===== src/rtl/jump_redirect_unit_pkg.sv =====
// Shared definitions for the jump redirect path: PC width, FSM encodings,
// default source count and the named jump-target source indices.
package jump_redirect_unit_pkg;

  localparam int JR_PC_W          = 16;
  localparam int JR_NUM_SRC_DEF   = 3;
  localparam int JR_SRC_IDX_W_DEF = 3;

  localparam logic [2:0] JR_SRC_ALU  = 3'd0;
  localparam logic [2:0] JR_SRC_JANS = 3'd1;
  localparam logic [2:0] JR_SRC_EXC  = 3'd2;

  typedef enum logic {
    JR_STATE_IDLE = 1'b0,
    JR_STATE_PEND = 1'b1
  } jr_state_t;

  // Lower index means higher priority.
  function automatic logic jr_outranks(input logic [7:0] cand, input logic [7:0] held);
    return (cand < held);
  endfunction

endpackage


===== src/rtl/jump_redirect_unit_prio_enc.sv =====
// Fixed-priority encoder over jump-target request strobes; index 0 wins.
module jump_src_prio_enc
  import jump_redirect_unit_pkg::*;
#(
  parameter int NUM_SRC   = JR_NUM_SRC_DEF,
  parameter int SRC_IDX_W = JR_SRC_IDX_W_DEF
) (
  input  logic [NUM_SRC-1:0]   src_valid,
  output logic [SRC_IDX_W-1:0] win,
  output logic                 any
);

  // Walk from the lowest priority upward so the lowest set index wins.
  always_comb begin
    win = {SRC_IDX_W{1'b0}};
    any = 1'b0;
    for (int i = NUM_SRC - 1; i >= 0; i--) begin
      win = src_valid[i] ? SRC_IDX_W'(i) : win;
      any = any | src_valid[i];
    end
  end

endmodule


===== src/rtl/jump_redirect_unit.sv =====
// Registers the highest-priority jump target and holds it as a valid/ready
// redirect until fetch accepts it. Define JUMP_REDIRECT_STATS_EN for redir_count.
module jump_redirect_unit
  import jump_redirect_unit_pkg::*;
#(
  parameter int ADDR_W    = JR_PC_W,
  parameter int NUM_SRC   = JR_NUM_SRC_DEF,
  parameter int SRC_IDX_W = JR_SRC_IDX_W_DEF
) (
  input  logic                      clk,
  input  logic                      rst,
  input  logic [NUM_SRC-1:0]        src_valid,
  input  logic [NUM_SRC*ADDR_W-1:0] src_addr,
  input  logic                      flush,
  input  logic                      redir_ready,
  output logic                      redir_valid,
  output logic [ADDR_W-1:0]         redir_addr,
  output logic [SRC_IDX_W-1:0]      redir_src,
  output logic                      busy,
  output logic [15:0]               redir_count
);

  jr_state_t             state;
  jr_state_t             state_nxt;
  logic [SRC_IDX_W-1:0]  win;
  logic                  any;
  logic                  load;
  logic [ADDR_W-1:0]     sel_addr;

  jump_src_prio_enc #(
    .NUM_SRC   (NUM_SRC),
    .SRC_IDX_W (SRC_IDX_W)
  ) u_prio_enc (
    .src_valid (src_valid),
    .win       (win),
    .any       (any)
  );

  // Pick the winning source's target out of the packed bus.
  always_comb begin
    sel_addr = {ADDR_W{1'b0}};
    for (int i = 0; i < NUM_SRC; i++) begin
      sel_addr = (win == SRC_IDX_W'(i)) ? src_addr[i*ADDR_W +: ADDR_W] : sel_addr;
    end
  end

  // State register.
  always_ff @(posedge clk or posedge rst) begin
    if (rst) begin
      state <= JR_STATE_IDLE;
    end else begin
      state <= state_nxt;
    end
  end

  // Next state and capture enable; flush overrides everything.
  always_comb begin
    state_nxt = state;
    load      = 1'b0;
    case (state)
      JR_STATE_IDLE: begin
        if (flush) begin
          state_nxt = JR_STATE_IDLE;
        end else if (any) begin
          state_nxt = JR_STATE_PEND;
          load      = 1'b1;
        end else begin
          state_nxt = JR_STATE_IDLE;
        end
      end
      JR_STATE_PEND: begin
        if (flush) begin
          state_nxt = JR_STATE_IDLE;
        end else if (redir_ready) begin
          state_nxt = any ? JR_STATE_PEND : JR_STATE_IDLE;
          load      = any;
        end else begin
          // Stalled: only a strictly higher-priority request may replace the target.
          state_nxt = JR_STATE_PEND;
          load      = any & jr_outranks(8'(win), 8'(redir_src));
        end
      end
      default: begin
        state_nxt = JR_STATE_IDLE;
        load      = 1'b0;
      end
    endcase
  end

  // Redirect target and source registers.
  always_ff @(posedge clk or posedge rst) begin
    if (rst) begin
      redir_addr <= {ADDR_W{1'b0}};
      redir_src  <= {SRC_IDX_W{1'b0}};
    end else if (load) begin
      redir_addr <= sel_addr;
      redir_src  <= win;
    end else begin
      redir_addr <= redir_addr;
      redir_src  <= redir_src;
    end
  end

  // Valid and busy come straight from the state flop.
  always_comb begin
    redir_valid = (state == JR_STATE_PEND);
    busy        = (state == JR_STATE_PEND);
  end

`ifdef JUMP_REDIRECT_STATS_EN
  logic [15:0] count;

  // Saturating count of accepted redirects; a flushed handshake is not counted.
  always_ff @(posedge clk or posedge rst) begin
    if (rst) begin
      count <= 16'h0000;
    end else if (redir_valid && redir_ready && !flush && (count != 16'hFFFF)) begin
      count <= count + 16'h0001;
    end else begin
      count <= count;
    end
  end

  assign redir_count = count;
`else
  assign redir_count = 16'h0000;
`endif

endmodule


===== config.mk =====
export PLATFORM = sky130hd
export DESIGN_NAME = jump_redirect_unit
export DESIGN_NICKNAME = d
export VERILOG_FILES = /design/src/rtl/jump_redirect_unit_pkg.sv /design/src/rtl/jump_redirect_unit_prio_enc.sv /design/src/rtl/jump_redirect_unit.sv
export SDC_FILE = /design/constraint.sdc
export NUM_CORES = 1
export LEC_CHECK = 0
export ABC_AREA = 0
export CAP_MARGIN = 10
export CORE_MARGIN = 3
export CORE_UTILIZATION = 38
export DETAILED_ROUTE_END_ITERATION = 7
export PLACE_DENSITY = 0.81
export SYNTH_ARGS = -nofsm -noshare
export SYNTH_HDL_FRONTEND = slang
export SYNTH_HIERARCHICAL = 1
export SYNTH_SLANG_ARGS = --single-unit

===== constraint.sdc =====
create_clock -name clk -period 2.5 [get_ports clk]
set_clock_uncertainty 0.05 [all_clocks]
set_input_delay 0.5 -clock clk [delete_from_list [all_inputs] [get_ports clk]]
set_output_delay 0.5 -clock clk [all_outputs]
set_load 0.05 [all_outputs]

Word level (Yosys, flattened, before mapping)
Index checks and enable logic that the tools add are counted.
{"block": "classes", "magnitude_cmp": 1, "n_reduce_logical": 1, "n_eq_ne": 2, "n_bitwise": 4, "mux": 14}
{"operator": "16-bit 2-to-1 mux", "n": 3}
{"operator": "1-bit 2-to-1 mux", "n": 6}
{"operator": "3-bit 2-to-1 mux", "n": 2}
{"operator": "1-bit case mux with 2 select lines", "n": 2}
{"operator": "3-bit by 1-bit equality test with 1-bit output, second input constant", "n": 1}
{"operator": "3-bit by 2-bit equality test with 1-bit output, second input constant", "n": 1}
{"operator": "3-bit logical NOT", "n": 1}
{"operator": "3-bit < comparator", "n": 1}
{"operator": "2-bit 2-to-1 mux", "n": 1}
{"operator": "1-bit OR", "n": 2}
{"operator": "1-bit bitwise AND", "n": 1}
{"operator": "1-bit inverter", "n": 1}
{"block": "totals", "reg_bits": 20, "out_inout_bits": 37, "inputBits": 55, "word_cells": 25}

Longest topological paths before layout
Gate-level depths: netlist (run 1).
{"block": "depth", "depth_word": 8, "mapped_depth": 7, "depth_no_buf": 6}

By module
Netlist (run 1), hierarchy kept.
{"module": "jump_redirect_unit", "cells_per_inst": 150, "seq_area_each_um2": 500.5, "instances": 1, "area_per_inst_um2": 1525.2}
{"module": "jump_src_prio_enc", "cells_per_inst": 5, "seq_area_each_um2": 0.0, "instances": 1, "area_per_inst_um2": 31.3}

Least setup slack after synthesis (run 1)
OpenSTA, ideal clock, no wires.
{"block": "synth_path", "path_type": "register -> register", "from": "register redir_src[2]", "to": "register redir_addr[15]", "slack_ns": 0.351, "n_path_buf": 1, "setup_ns": 0.125, "arrival_ns": 1.974, "stages_incl_launch_ff": 8, "required_time_ns": 2.325, "synth_period_minus_slack_ns": 2.149, "cell_sequence": "dfrtp_1 inv_1 ha_1 or2_4 a21oi_4 a21oi_4 buf_12 mux2_4"}
{"block": "synth_via", "elab_chain_cells": 5}
{"item": "from (decl)", "line": "jump_redirect_unit.sv:18", "source": "output logic [SRC_IDX_W-1:0] redir_src,"}
{"item": "from (signal assigned)", "line": "jump_redirect_unit.sv:94", "source": "redir_src <= {SRC_IDX_W{1'b0}};"}
{"item": "from (signal assigned)", "line": "jump_redirect_unit.sv:97", "source": "redir_src <= win;"}
{"item": "from (signal assigned)", "line": "jump_redirect_unit.sv:100", "source": "redir_src <= redir_src;"}
{"item": "3-bit < comparator", "line": "jump_redirect_unit_pkg.sv:20", "source": "return (cand < held);"}
{"item": "1-bit bitwise AND", "line": "jump_redirect_unit.sv:80", "source": "load = any & jr_outranks(8'(win), 8'(redir_src));"}
{"item": "1-bit 2-to-1 mux", "line": "jump_redirect_unit.sv:74", "source": "end else if (redir_ready) begin"}
{"item": "1-bit 2-to-1 mux", "line": "jump_redirect_unit.sv:72", "source": "if (flush) begin"}
{"item": "1-bit case mux with 2 select lines", "line": "jump_redirect_unit.sv:60", "source": "case (state)"}
{"item": "to (signal assigned)", "line": "jump_redirect_unit.sv:93", "source": "redir_addr <= {ADDR_W{1'b0}};"}
{"item": "to (signal assigned)", "line": "jump_redirect_unit.sv:96", "source": "redir_addr <= sel_addr;"}
{"item": "to (signal assigned)", "line": "jump_redirect_unit.sv:99", "source": "redir_addr <= redir_addr;"}
{"item": "to (decl)", "line": "jump_redirect_unit.sv:17", "source": "output logic [ADDR_W-1:0] redir_addr,"}
Every way passes these cells.
A chain may end at the register's enable or synchronous reset.

Worst setup path after layout (run 1)
{"block": "layout_path", "from": "input port src_valid[1]", "to": "register redir_addr[11]"}
{"block": "layout_via", "word_cells_on_any_way": 17, "classes_between": "order compare (1); eq/ne (2); mux (10); bitwise (3); reduce/logical (1)"}
{"item": "from (decl)", "line": "jump_redirect_unit.sv:12", "source": "input logic [NUM_SRC-1:0] src_valid,"}
{"item": "1-bit OR * (2 in series)", "line": "jump_redirect_unit_prio_enc.sv:19", "source": "any = any | src_valid[i];"}
{"item": "named net any", "line": "jump_redirect_unit.sv:26", "source": "logic any;"}
{"item": "1-bit bitwise AND", "line": "jump_redirect_unit.sv:80"}
{"item": "1-bit 2-to-1 mux", "line": "jump_redirect_unit.sv:74"}
{"item": "1-bit 2-to-1 mux", "line": "jump_redirect_unit.sv:72"}
{"item": "1-bit case mux with 2 select lines *", "line": "jump_redirect_unit.sv:60"}
Mark *: on every way through the listed nets, which the timed path passes. The rest lies on a longest branch.

==> out/qor.yml, run 1 <==
sta:
  finalHoldViolCount: 0
  finalCritPeriodShare: 0.867
  slew_headroom: 0.480
  period_minus_slack_ns: 2.17
  setup_tns_ns: 0
  worstMarginPinSlew_ns: 0.779
  setup_viol: 0
  fmax_ghz: 0.461
  rsz0062_at_grt: "false"
  whs_ns: 0.456
  drv_slew: 0
routing:
  drt_wl_total_um: 3670
  wl_per_cell_um: 13.5
  via_count: 1276
  drt_drc_violations_left: 0
  vias_per_cell: 4.69
  postRouteAntennaNets: 0
  drtPass1Iterations: 2
  drtIter0Drc: 49
clocking:
  clk_pin_slew_ns: 0.07
  clockBufferDepth: 2
  cts_tree: "built"
  h-tree-depth: 1
  insertion_delay_ns: 0.25
  cts_hold_buf: 0
  clockRootBuffer: "clkbuf_8"
  cts_setup_buffers: 0
  cts_resized: 0
  numCtsBuffers: 3
  clock_sinks: 20
floorplan:
  fp.dieArea_um2: 4900
  die_y_um: 70
  core.rowCount: 22
  start_util: 0.410
  fp.dieW_um: 70
  boundaryPins: 92
  design.core.area_um2: 3800
synthesis:
  synthTopCellsByArea: "dfrtp_1, a211oi_1, mux2_4, buf_4, nor2b_1"
  ys_ff_latch: 20
  yosys.area_share.adder: 0.0161
  ys_async_sr_fraction: 1.00
  synth.most_common_cell: "a211oi_1"
  seq_area_frac_synth: 0.322
  synthSimpleGateAreaFrac: 0.178
  synth_area_per_cell_um2: 10.0
  synth_top_cell_by_area: "dfrtp_1"
  yosys-top-cells-count: "a211oi_1, dfrtp_1, buf_4"
  synthesis.area_um2: 1560
  synth_top_family_by_area: "compound AO/OA/AOI/OAI gates"
  synth_xor_area_frac: 0
  yosys.cell_types.count: 25
  synth_top_area_share: 0.322
  yosys_most_used_dff: "dfrtp_1"
  synth_cells: 155
  synth_edf_count: 0
  synth-compound-area-share: 0.186
  synthMuxAreaShare: 0.154
  yosys_warnings: 6
setup_path:
  slowest_stage: "clkdlybuf4s50_1"
  path_depth: 7
  path_buf_inv: 2
  end_kind: "flip-flop"
  slowest_delay_ns: 0.44
  worstSetupPathType: "in2reg"
  start_kind: "input pin"
  r2r_cells: 7
  path_cells: "clkdlybuf4s50_1 > or3_1 > nand2b_4 > nor3_2 > a21oi_4 > buf_12 > mux2_2"
  cp.required_ns: 2.59
  cp_max_fo: 8
  cp_top_family: "simple AND/OR/NAND/NOR gates"
  arrival_ns: 2.25
placed_design:
  dp_hpwl_um: 3010
  io_buffers: 75
  placedCellCount: 269
  place_congestion: 0.739
global_route:
  grt.overflow.total: 0
  grt_pass1_wl_um: 5880
  track_usage: 0.146
  antenna_found_initial: 0
  grt_pass1_vias: 1228
  grt_max_degree: 29
cells_and_area:
  drive_gt1_frac: 0.156
  antennaDiodeCount: 0
  fin_cells: 272
  syn_to_final_growth_pct: 50.4
  fin_nets: 283
power:
  power-per-cell-area_nw_per_um2: 590
  leakage_nw: 0.988
  peakVddDrop_mv: 0.380
hold_path:
  min_path_type: "reg2reg"
  whs_path_depth: 1
run_status:
  status: "finished clean"
job:
  drv_cap: 0
[state kept, by name, indices dropped and copies added, names as in the netlist]
| name | flops |
|---|---|
| redir_addr | 16 |
| busy | 1 |
| redir_src | 3 |
[per-stage QoR]
stage          setup WS (ns)  area, um2  power, W  utilization
4_1_cts                0.328       2340   0.00139        0.616
3_5_place_dp          0.0583       2300   0.00118        0.605
6_report               0.332       2340   0.00138        0.616
3_3_place_gp           0.119       2300   0.00117        0.605
2_1_floorplan          0.351       1610  0.000943            -
5_1_grt                0.258       2340   0.00145        0.616
[cell families (layout without fill, tap and decap cells)]
family                   count (synthesis)  after routing
AO/OA/AOI/OAI                           36             36
adder cells (fa/ha/maj)                  2              2
buffers and inverters                   34             88
flip-flops                              20             20
multiplexers                            18             18
other                                    2             17
AND/OR/NAND/NOR                         43             43
[final timing paths]
kind	from	to	slack, ns
worst max register to register	redir_src[2]	redir_addr[9]	0.65
worst min-delay path	redir_addr[0]	redir_addr[0]	0.46
worst min register to register	redir_addr[0]	redir_addr[0]	0.46
max in group asynchronous	rst	redir_addr[13]	1.27
worst max-delay path	src_valid[1]	redir_addr[11]	0.33
min in group asynchronous	rst	redir_addr[2]	0.64
[final cells by class]
type	count	area (um2)
inverters	4	15.0
fillers	358	1460
flip-flops and latches	20	500
well taps	48	60.1
repair buffers	81	821
multi-input cells	116	903
clock buffers	3	41.3
[per-layer routing]
layer  track usage  routed length (um)
met5             0                   0
met4        0.0191                  13
met3        0.0360                 209
met2         0.260                1880
met1         0.181                1570
[where the power goes]
| group | internal, W | leakage, nW | total (W) | switching [W] |
|---|---|---|---|---|
| Clock | 0.000107 | 0.0216 | 0.000208 | 0.000101 |
| Combinational | 0.000326 | 0.711 | 0.000751 | 0.000426 |
| Sequential | 0.000385 | 0.255 | 0.000422 | 0.0000369 |
[worst register-to-register path: stages, from the launching register on]
cell,delay (ns)
dfrtp_1,0.37
inv_1,0.05
ha_1,0.28
or2_4,0.26
a21oi_4,0.20
a21oi_4,0.07
buf_12,0.17
mux2_4,0.29
[cell usage in the layout (no fill, tap or decap), drive strengths merged, types with 2 or more instances in the layout]
master,Yosys,layout
buf,24,6
ha,2,2
nor2b,17,17
dfrtp,20,20
a211oi,32,32
a21oi,2,2
clkdlybuf4s50,0,75
clkbuf,6,3
conb,2,17
mux2,18,18
nor2,3,3
inv,4,4
nand2b,17,17
Power figures use the tool's default switching activity.
==> run 2, diff against run 1 <==
CORE_UTILIZATION = 30   (was 38)
PLACE_DENSITY = 0.66   (was 0.81)
SETUP_SLACK_MARGIN = 0.1   (was not set)
==> out/qor.yml, run 2 (same netlist as run 1, synthesis figures left out) <==
run_status:
  status: "finished clean"
job:
  drv_cap: 0
sta:
  finalHoldViolCount: 0
  setup_slack_ns: 0.319
  finalCritPeriodShare: 0.872
  fmax_ghz: 0.459
  worstMarginPinSlew_ns: 0.774
  setup_tns_ns: 0
  drv_slew: 0
  rsz0062_at_grt: "false"
  period_minus_slack_ns: 2.18
  setup_viol: 0
  slew_headroom: 0.483
setup_path:
  arrival_ns: 2.27
  slowest_stage: "clkdlybuf4s50_1"
  r2r_cells: 7
  path_cells: "clkdlybuf4s50_1 > nor3b_2 > ha_1 > o21ai_1 > a21oi_4 > buf_12 > mux2_4"
  cp.required_ns: 2.59
  worstSetupPathType: "in2reg"
  slowest_delay_ns: 0.46
  r2r_slack_ns: 0.65
  path_buf_inv: 2
  start_kind: "input pin"
  startpoint: "src_valid[0]"
  cp_max_fo: 10
  cp_top_family: "buffers and inverters"
  r2r_end: "redir_addr[5]"
  timing.rr.start: "redir_src[2]"
  end_kind: "flip-flop"
clocking:
  numCtsBuffers: 3
  cts_resized: 0
  cts_setup_buffers: 0
  clockRootBuffer: "clkbuf_8"
  cts_hold_buf: 0
  clockBufferDepth: 2
  h-tree-depth: 1
  insertion_delay_ns: 0.25
  clk_pin_slew_ns: 0.07
  cts_tree: "built"
  clock_sinks: 20
placed_design:
  io_buffers: 75
  place_congestion: 0.773
  place_ws_ns: 0.0578
  dp_hpwl_um: 3030
  placedCellCount: 288
cells_and_area:
  final_common_cell: "clkdlybuf4s50_1"
  syn_to_final_growth_pct: 51.9
  fin_nets: 283
  antennaDiodeCount: 0
  largest_reg_flops: 16
  mostFrequentLayoutCells: "clkdlybuf4s50_1, a211oi_1, dfrtp_1"
  fin_cells: 291
  fin_util: 0.485
  top_register: "redir_addr"
  drive_gt1_frac: 0.156
power:
  peakVddDrop_mv: 0.299
  p_total_w: 0.00138
  leakage_nw: 0.988
  power-per-cell-area_nw_per_um2: 584
routing:
  drt_wl_total_um: 3700
  wl_per_cell_um: 12.7
  drtIter0Drc: 21
  drt_drc_violations_left: 0
  drtPass1Iterations: 4
  vias_per_cell: 4.33
  via_count: 1259
  postRouteAntennaNets: 0
global_route:
  grt.overflow.total: 0
  grt_max_degree: 28
  track_usage: 0.118
  grt_pass1_vias: 1182
  grt_pass1_wl_um: 5660
  antenna_found_initial: 0
floorplan:
  design.core.area_um2: 4880
  die_y_um: 78.0
  fp.dieW_um: 78.0
  start_util: 0.319
  fp.dieArea_um2: 6090
  boundaryPins: 92
  core.rowCount: 25
hold_path:
  min_path_type: "reg2reg"
  hp-start: "redir_addr[0]"
  whs_path_depth: 1
  hold-path-endpoint: "redir_addr[0]"
==> run 2: cell counts in the layout (fill, tap and decap cells not counted) <==
No cell type changed its count.
==> run 2: where the power goes <==
| group | internal (W) | switching, W |
|---|---|---|
| clock network | 0.000107 | 0.000103 |
| logic | 0.000326 | 0.000424 |
| registers | 0.000385 | 0.0000349 |
| total | 0.000818 | 0.000562 |
==> run 2: per-stage QoR <==
stage	hold WS, ns	instance area (um2)
2_1_floorplan	0.414	1610
3_3_place_gp	0.439	2320
3_5_place_dp	0.444	2320
4_1_cts	0.463	2360
5_1_grt	0.469	2360
6_report	0.459	2360
==> run 2: worst max-delay path by stage <==
stage | slack (ns) | endpoint | depth (start not counted)
6_report | 0.32 | redir_addr[5] | 7
5_1_grt | 0.23 | redir_addr[6] | 7
4_1_cts | 0.32 | redir_addr[5] | 7
3_5_place_dp | 0.06 | redir_addr[15] | 7
3_3_place_gp | 0.07 | redir_addr[8] | 7
2_1_floorplan | 0.35 | redir_addr[15] | 7
==> run 2: layout make-up <==
type,instances,area [um2]
Sequential cell,20,500
Fill cell,461,2510
Multi-Input combinational cell,116,903
Timing Repair Buffer,81,821
Inverter,4,15.0
Tap cell,67,83.8
Clock buffer,3,41.3
==> run 2: layer usage <==
metal | global-route usage | part of all wire | vias to the layer above
li1 | - | - | 650
met1 | 0.137 | 0.40 | 564
met2 | 0.213 | 0.52 | 43
met3 | 0.0390 | 0.073 | 2
met4 | 0.0210 | 0.0051 | 0
met5 | 0 | 0 | -
==> run 2: worst reg2reg max path: stages, from the launching register on <==
cell	delay, ns
dfrtp_1	0.38
inv_1	0.05
ha_1	0.28
or2_4	0.26
a21oi_4	0.19
a21oi_4	0.07
buf_12	0.16
mux2_4	0.29
